==> src/rtl/timer_arbiter.sv <==
// timer_arbiter
//   One programmable one-shot delay counter shared round-robin by NREQ
//   requesters. A grant latches the owner's delay and then counts i_en
//   ticks. At expiry the owner's done bit pulses for one cycle and the
//   arbiter picks the next requester.
//
// Ports
//   i_clk    clock
//   i_rst    asynchronous, active-high reset
//   i_en     tick enable; the count advances only when high
//   i_req    level request per requester; dropping it cancels
//   i_delay  delay for requester k in [k*WIDTH +: WIDTH], sampled at grant
//   o_grant  one-hot owner of the timer (registered)
//   o_done   one-cycle expiry pulse on the owner's bit (registered)
//   o_busy   high while counting and during the done cycle (registered)
module timer_arbiter #(
  parameter int NREQ  = 4,
  parameter int WIDTH = 16
) (
  input  logic                    i_clk,
  input  logic                    i_rst,
  input  logic                    i_en,
  input  logic [NREQ-1:0]         i_req,
  input  logic [NREQ*WIDTH-1:0]   i_delay,
  output logic [NREQ-1:0]         o_grant,
  output logic [NREQ-1:0]         o_done,
  output logic                    o_busy
);

  localparam int          IW = (NREQ > 1) ? $clog2(NREQ) : 1;
  localparam int unsigned N  = NREQ;

  typedef enum logic [1:0] {
    IDLE,
    COUNT,
    DONE
  } state_t;

  state_t           state_q, state_d;
  logic [WIDTH-1:0] count_q, count_d;
  logic [WIDTH-1:0] dly_q, dly_d;
  logic [IW-1:0]    last_q, last_d;
  logic [IW-1:0]    sel_q, sel_d;
  logic [NREQ-1:0]  grant_d, done_d;
  logic             busy_d;

  logic [WIDTH-1:0] delay_arr [NREQ];
  logic [IW-1:0]    pick;
  logic             found;
  logic [NREQ-1:0]  pick_oh;
  logic [NREQ-1:0]  sel_oh;

  always_comb begin
    for (int unsigned k = 0; k < N; k++) begin
      delay_arr[k] = i_delay[k*WIDTH +: WIDTH];
    end
  end

  // Round-robin search: first set request starting just after last served,
  // wrapping around so the last-served requester is considered last.
  always_comb begin : arb
    int unsigned   idx;
    logic [IW-1:0] idx_v;
    pick  = '0;
    found = 1'b0;
    idx   = 0;
    idx_v = '0;
    for (int unsigned i = 1; i <= N; i++) begin
      idx = int'(last_q) + i;
      if (idx >= N) idx = idx - N;
      idx_v = idx[IW-1:0];
      if (!found && i_req[idx_v]) begin
        found = 1'b1;
        pick  = idx_v;
      end
    end
  end

  always_comb begin
    pick_oh       = '0;
    pick_oh[pick] = 1'b1;
    sel_oh        = '0;
    sel_oh[sel_q] = 1'b1;
  end

  always_comb begin
    state_d = state_q;
    count_d = count_q;
    dly_d   = dly_q;
    last_d  = last_q;
    sel_d   = sel_q;
    grant_d = o_grant;
    done_d  = '0;
    busy_d  = o_busy;
    unique case (state_q)
      IDLE: begin
        grant_d = '0;
        busy_d  = 1'b0;
        if (found) begin
          sel_d   = pick;
          dly_d   = delay_arr[pick];
          count_d = '0;
          grant_d = pick_oh;
          busy_d  = 1'b1;
          state_d = COUNT;
        end
      end
      COUNT: begin
        // A dropped request cancels even if expiry would fire this cycle.
        if (!i_req[sel_q]) begin
          state_d = IDLE;
          grant_d = '0;
          busy_d  = 1'b0;
          last_d  = sel_q;
        end else if (i_en) begin
          if (count_q >= dly_q) begin
            state_d = DONE;
            done_d  = sel_oh;
            grant_d = '0;
          end else begin
            count_d = count_q + 1'b1;
          end
        end
      end
      DONE: begin
        state_d = IDLE;
        busy_d  = 1'b0;
        last_d  = sel_q;
      end
      default: begin
        state_d = IDLE;
        grant_d = '0;
        busy_d  = 1'b0;
      end
    endcase
  end

  always_ff @(posedge i_clk or posedge i_rst) begin
    if (i_rst) begin
      state_q <= IDLE;
      count_q <= '0;
      dly_q   <= '0;
      last_q  <= IW'(NREQ - 1);
      sel_q   <= '0;
      o_grant <= '0;
      o_done  <= '0;
      o_busy  <= 1'b0;
    end else begin
      state_q <= state_d;
      count_q <= count_d;
      dly_q   <= dly_d;
      last_q  <= last_d;
      sel_q   <= sel_d;
      o_grant <= grant_d;
      o_done  <= done_d;
      o_busy  <= busy_d;
    end
  end

endmodule

==> config.mk <==
export PLATFORM = sky130hd
export DESIGN_NAME = timer_arbiter
export DESIGN_NICKNAME = d
export VERILOG_FILES = /design/src/rtl/timer_arbiter.sv
export SDC_FILE = /design/constraint.sdc
export NUM_CORES = 1
export LEC_CHECK = 0
export ABC_CLOCK_PERIOD_IN_PS = 2900
export CAP_MARGIN = 10
export CORE_ASPECT_RATIO = 1.25
export CORE_MARGIN = 10
export CORE_UTILIZATION = 49
export DETAILED_ROUTE_END_ITERATION = 8
export HOLD_SLACK_MARGIN = 0.03
export PLACE_DENSITY_LB_ADDON = 0.25
export SYNTH_ARGS = -nofsm -noshare
export SYNTH_HDL_FRONTEND = slang
export SYNTH_SLANG_ARGS = --single-unit
export TNS_END_PERCENT = 50
==> constraint.sdc <==
create_clock -name i_clk -period 2.9 [get_ports i_clk]
set_clock_uncertainty 0.15 [all_clocks]
set_input_delay 0.58 -clock i_clk [delete_from_list [all_inputs] [get_ports i_clk]]
set_output_delay 0.58 -clock i_clk [all_outputs]
set_load 0.02 [all_outputs]
* Word level (Yosys, flattened, before mapping)
Cells that the tools add are included.
** Storage, ports and cells
- Register bits :: 47
- Input port bits :: 71
- Logic and storage cells :: 111
- Output and inout port bits :: 9
** Operators by class
- Add/subtract/negate cells :: 9
- Mux-type cells :: 53
- Bitwise gates (word level) :: 2
- Equal/unequal tests :: 9
- Reductions and logical operators :: 16
- $lt $le $gt $ge :: 14
** Operator list (number)
- two-way mux 16 bit :: 6
- binary-select mux 16 bit (select 2 bit) :: 1
- two-way mux 4 bit :: 8
- case mux 16 bit (2 select lines) :: 1
- two-way mux 2 bit :: 13
- less-than comparator 2 x 3 -> 1 bit, second input constant :: 6
- adder 16 x 1 -> 16 bit, second input constant :: 1
- greater-or-equal comparator 16 bit :: 1
- two-way mux 1 bit :: 13
- greater-or-equal comparator 3 bit, second input constant :: 4
- case mux 4 bit (3 select lines) :: 1
- binary-select mux 1 bit (select 2 bit) :: 5
- inequality test 2 bit, second input constant :: 5
- case mux 2 bit (2 select lines) :: 2
- subtractor 2 x 1 -> 2 bit, second input constant :: 4
- adder 2 x 2 -> 3 bit, second input constant :: 2
- inequality test 3 bit, second input constant :: 2
- AND reduction 3 bit :: 2
- logical AND 1 bit :: 5
- AND reduction 5 bit :: 1
- adder 2 x 3 -> 4 bit, second input constant :: 1
- demux 1 bit (select 2 bit) :: 2
- greater-or-equal comparator 2 x 1 -> 1 bit, second input constant :: 2
- greater-or-equal comparator 4 x 3 -> 1 bit, second input constant :: 1
- 10 further kinds :: 14

* Longest topological paths before layout
- Depth in word-level cells :: 21
- Gate-level depth with buffers :: 9
- Gate-level depth less buffers :: 8

* Least setup slack after synthesis
OpenSTA, ideal clock, no wires.
- Kind :: reg2reg
- From :: register count_q[0]
- To :: register count_q[8]
- Period minus slack after synthesis :: 2.572 ns
- Cell stages (with the launch flop) :: 10
- Required time :: 2.681 ns
- Arrival time :: 2.352 ns
- Path buffers :: 1
- Setup slack :: 0.328 ns
- Library setup time :: 0.069 ns
- Cell sequence :: dfrtp_1 > inv_1 > ha_1 > nand2b_1 > a2111o_1 > a31oi_2 > nand4_2 > buf_6 > or4_1 > nand3_1
** On the way
- Cells in the longest elaborated chain, start to end :: 5
- Elaborated cells between the ends (all ways) :: 8
- Those cells by class :: 1 x add/sub; 1 x order compare; 1 x eq/ne; 4 x mux; 1 x reduce/logical
** RTL lines
- start, declared :: line 40 : logic [WIDTH-1:0] count_q, count_d;
- start signal, assigned :: line 150 : count_q <= count_d;
- adder 16 x 1 -> 16 bit :: line 121 : count_d = count_q + 1'b1;
- two-way mux 16 bit :: line 116 : if (count_q >= dly_q) begin
- two-way mux 16 bit :: line 115 : end else if (i_en) begin
- two-way mux 16 bit :: line 110 : if (!i_req[sel_q]) begin
- case mux 16 bit (2 select lines) :: line 95 : unique case (state_q)
Several ways; a longest one is shown, not always the timed one. The select of a mux whose other input is x is not followed.
A chain may end at the register's enable or synchronous reset.

* Worst setup path in the final report
- From :: register count_q[0]
- To :: register count_q[14]
Same word-level chain as after synthesis.

==> run metrics <==
share of the core filled with cells=0.673; worst-case clock buffer depth=2; async set-or-reset flop fraction in the synthesized netlist=1.00; WP data required=around 3.0 ns; number of buffer and inverter stages on the critical path=1; power density relative to cell area=just under 700 mW/mm^2; top metal layer carrying routed signals=met4; Boundary Pins=80; Slowest cell on crit path=or4_1; library cells used by synthesis=49; post-detailed-placement cell area=~0.0040 mm^2; worst hold path type=reg -> reg; buffer cell driving the clock tree root=clkbuf_8; data arrival at the endpoint of the critical path=approximately 2.8 ns; Detail Placement HPWL=between 6 and 7 mm; sequential share of the synthesized area=0.387; total wire length=7.76 mm; top fanout value on the critical path=10; number of antenna violations at the first check in global routing=0; NetSw=roughly 1 mW; logic depth of the worst setup path including buffers=8; total routing usage reported by global routing=0.160; biggest cell delay along the critical path=between 0.5 and 0.6 ns; wire length of the first global-routing pass=between 10 and 15 mm; std cell rows=32; Internal Power=roughly 1.8 mW; Die Span Y=around 110 um; Pleak=between 1.5 and 2 nW; headroom to the max-slew limit=0.526; detailed route wirelength on metal2=3.91 mm; Worst Reg2Reg Path Length in Cells=8; switching fraction of total power=0.352; transition at the pin with the smallest max-transition slack=0.711 ns; CTS tree=done; smallest hold slack=0.352 ns; yosys warns=0; width of the die=around 91 um; maximum number of pins on one net before global-route repair=26; Pre-antenna DRT Iters=4; crit path setup slack, layout=between 0.15 and 0.2 ns; placer's final routability congestion estimate=0.878; relative contribution of sequential cells to total power=0.356; mean area per synthesized cell=10.7 um^2; ordered cell list for the critical path=inv_1 -> ha_1 -> nand2b_1 -> a2111o_1 -> a31oi_2 -> nand4_2 -> or4_1 -> nand3_1; starting utilization of the core area=0.497; post-DR wirelength/cell=about 17 um; number of buffers added for setup after CTS=0; CTS Buf Count=5; Area growth, synth to finish=35.3%; Final Hold Fails=0; outcome=complete, no violations; max_cap viols=0; worst-skew pair later-pin latency=0.30 ns; top library cells by usage in the layout, fill and taps aside=clkdlybuf4s50_1 (79), dfrtp_1 (45), nand2_1 (25), inv_1 (21), nand3_1 (18); via total after detailed routing=around 2600; primary flip-flop cell chosen by synthesis mapping=dfrtp_1; Combinational Power Share=0.488; count of clock tree sinks=47; commonest non-fill, non-tap cell in the layout=clkdlybuf4s50_1; initial detailed-routing violation count=110; share of final-layout standard cells stronger than drive strength 1=0.170; number of global-route vias before repair=around 2700; number of H-tree levels=2; final setup violation count=0; final max-slew violation count=0; vias per std cell=around 5.6; number of flops mapped to enable cells by yosys=0; wire length on met3=between 400 and 500 um; hold endpoint=o_grant[2]; FF+latch count, synth=47; highest clock rate=approximately 0.37 GHz; worst reg-to-reg setup slack=around 0.20 ns; sum of negative setup slack=0 ns; final worst-path cycle share=0.932; RR Startpoint=count_q[0]; post-cts resize count=0; clk slew on worst S/H paths=~0.090 ns; clock share of power=0.156; kind of cell with the highest combined delay on the critical path=simple AND/OR/NAND/NOR gates; worst-case vdd ir drop=between 0.0004 and 0.0005 V; number of input and output port buffers inserted=between 70 and 80; number of nets in the finished design=464; minimum clock period after layout=2.70 ns; residual overflow from global routing=0; kind of critical path=reg -> reg; DRC=0; hold path start=o_grant[2]; synthesized instance count=286; Post-Syn Nets=between 300 and 400; number of hold-repair buffers added at the cts stage=0; worst slack at placement=-0.0147 ns; RSZ-0062 raised after global routing=no; Ant. Diodes=0; destination of the worst register-to-register timing path=count_q[14]; Critical Path Sink Type=flop; Critical Path Start Type=flop; total die area=0.00979 mm^2; routed metal-1 wire length=~3.3 mm; Non-Filler Cell Area, Final=slightly above 0.004 mm^2; antenna violation net count after detailed routing=0; netlist area before placement=around 0.0030 mm^2; number of instances on the worst hold path=1; Floorplan Core Area=0.00613 mm^2
[power groups by stage]
stage               Sequential (mW)  Combinational [mW]  Clock (mW)
floorplan                      1.01               0.951           0
global placement               1.01                1.34           0
detailed placement             1.02                1.39           0
CTS                            1.01                1.40       0.444
global route                   1.03                1.52       0.469
finish                         1.00                1.38       0.440
[layout make-up]
class                   instances  area [um^2]
multi-input cells             207         1720
clock buffers                   8          100
inverters                      22         82.6
repair buffers                 93          933
flip-flops and latches         47         1180
fillers                       484         2000
well taps                      85          106
[cells by family after synthesis]
logic type | count (synthesis) | synth area share
adder cells (fa/ha/maj) | 17 | 0.0698
AND/OR/NAND/NOR | 100 | 0.176
flip-flops | 47 | 0.387
multiplexers | 39 | 0.205
AO/OA/AOI/OAI | 51 | 0.114
buffers and inverters | 32 | 0.0480
[state kept, by name, summed over array words and instances, names as in the netlist]
signal and cells:
o_done 4, dly_q 16, o_grant 4, state_q 2, o_busy 1, sel_q 2, count_q 16, last_q 2
[metal layers]
metal	up-vias	GRT usage
met2	79	0.274
met5	-	0
met4	0	0.0456
met3	8	0.0534
met1	1274	0.186
li1	1248	-
[cell usage after synthesis (2+ instances only)]
cell type	number	area, um^2
o211ai_1	8	60.1
a22o_1	4	35.0
nor3_1	2	10.0
nand3_1	18	90.1
mux2i_1	5	50.1
nor3b_1	2	15.0
nand4_1	7	43.8
nor2b_1	2	12.5
a31oi_1	2	12.5
nand2_1	25	93.8
ha_1	17	213
a21oi_1	14	70.1
buf_6	3	33.8
a21o_1	4	30.0
mux2_2	17	191
nor2_1	13	48.8
o21ai_0	8	40.0
mux4_2	17	383
buf_2	3	15.0
clkbuf_1	3	11.3
dfstp_2	2	52.6
or4_1	5	37.5
nand2b_1	7	43.8
and3_1	8	50.1
dfrtp_1	45	1130
inv_1	22	82.6
[worst reg2reg max path: stages (launching register included)]
cell and delay, ns:
dfrtp_1 0.42, inv_1 0.08, ha_1 0.28, nand2b_1 0.14, a2111o_1 0.44, a31oi_2 0.24, nand4_2 0.27, or4_1 0.53
nand3_1 0.09
[how the worst max path moves through the flow]
stage	from	endpoint	slack [ns]
2_1_floorplan	count_q[0]	count_q[8]	0.33
3_3_place_gp	i_req[1]	dly_q[14]	0.05
3_5_place_dp	i_req[1]	dly_q[11]	-0.01
4_1_cts	count_q[0]	count_q[14]	0.21
5_1_grt	count_q[0]	o_grant[1]	0.03
6_report	count_q[0]	count_q[14]	0.20
[stage by stage]
step / power [mW] / instances
global route: 3.02 / 462
floorplan: 1.96 / 286
CTS: 2.85 / 462
detailed placement: 2.41 / 454
global placement: 2.35 / 454
finish: 2.82 / 462
Note: power is estimated with default switching activity, not from simulation.
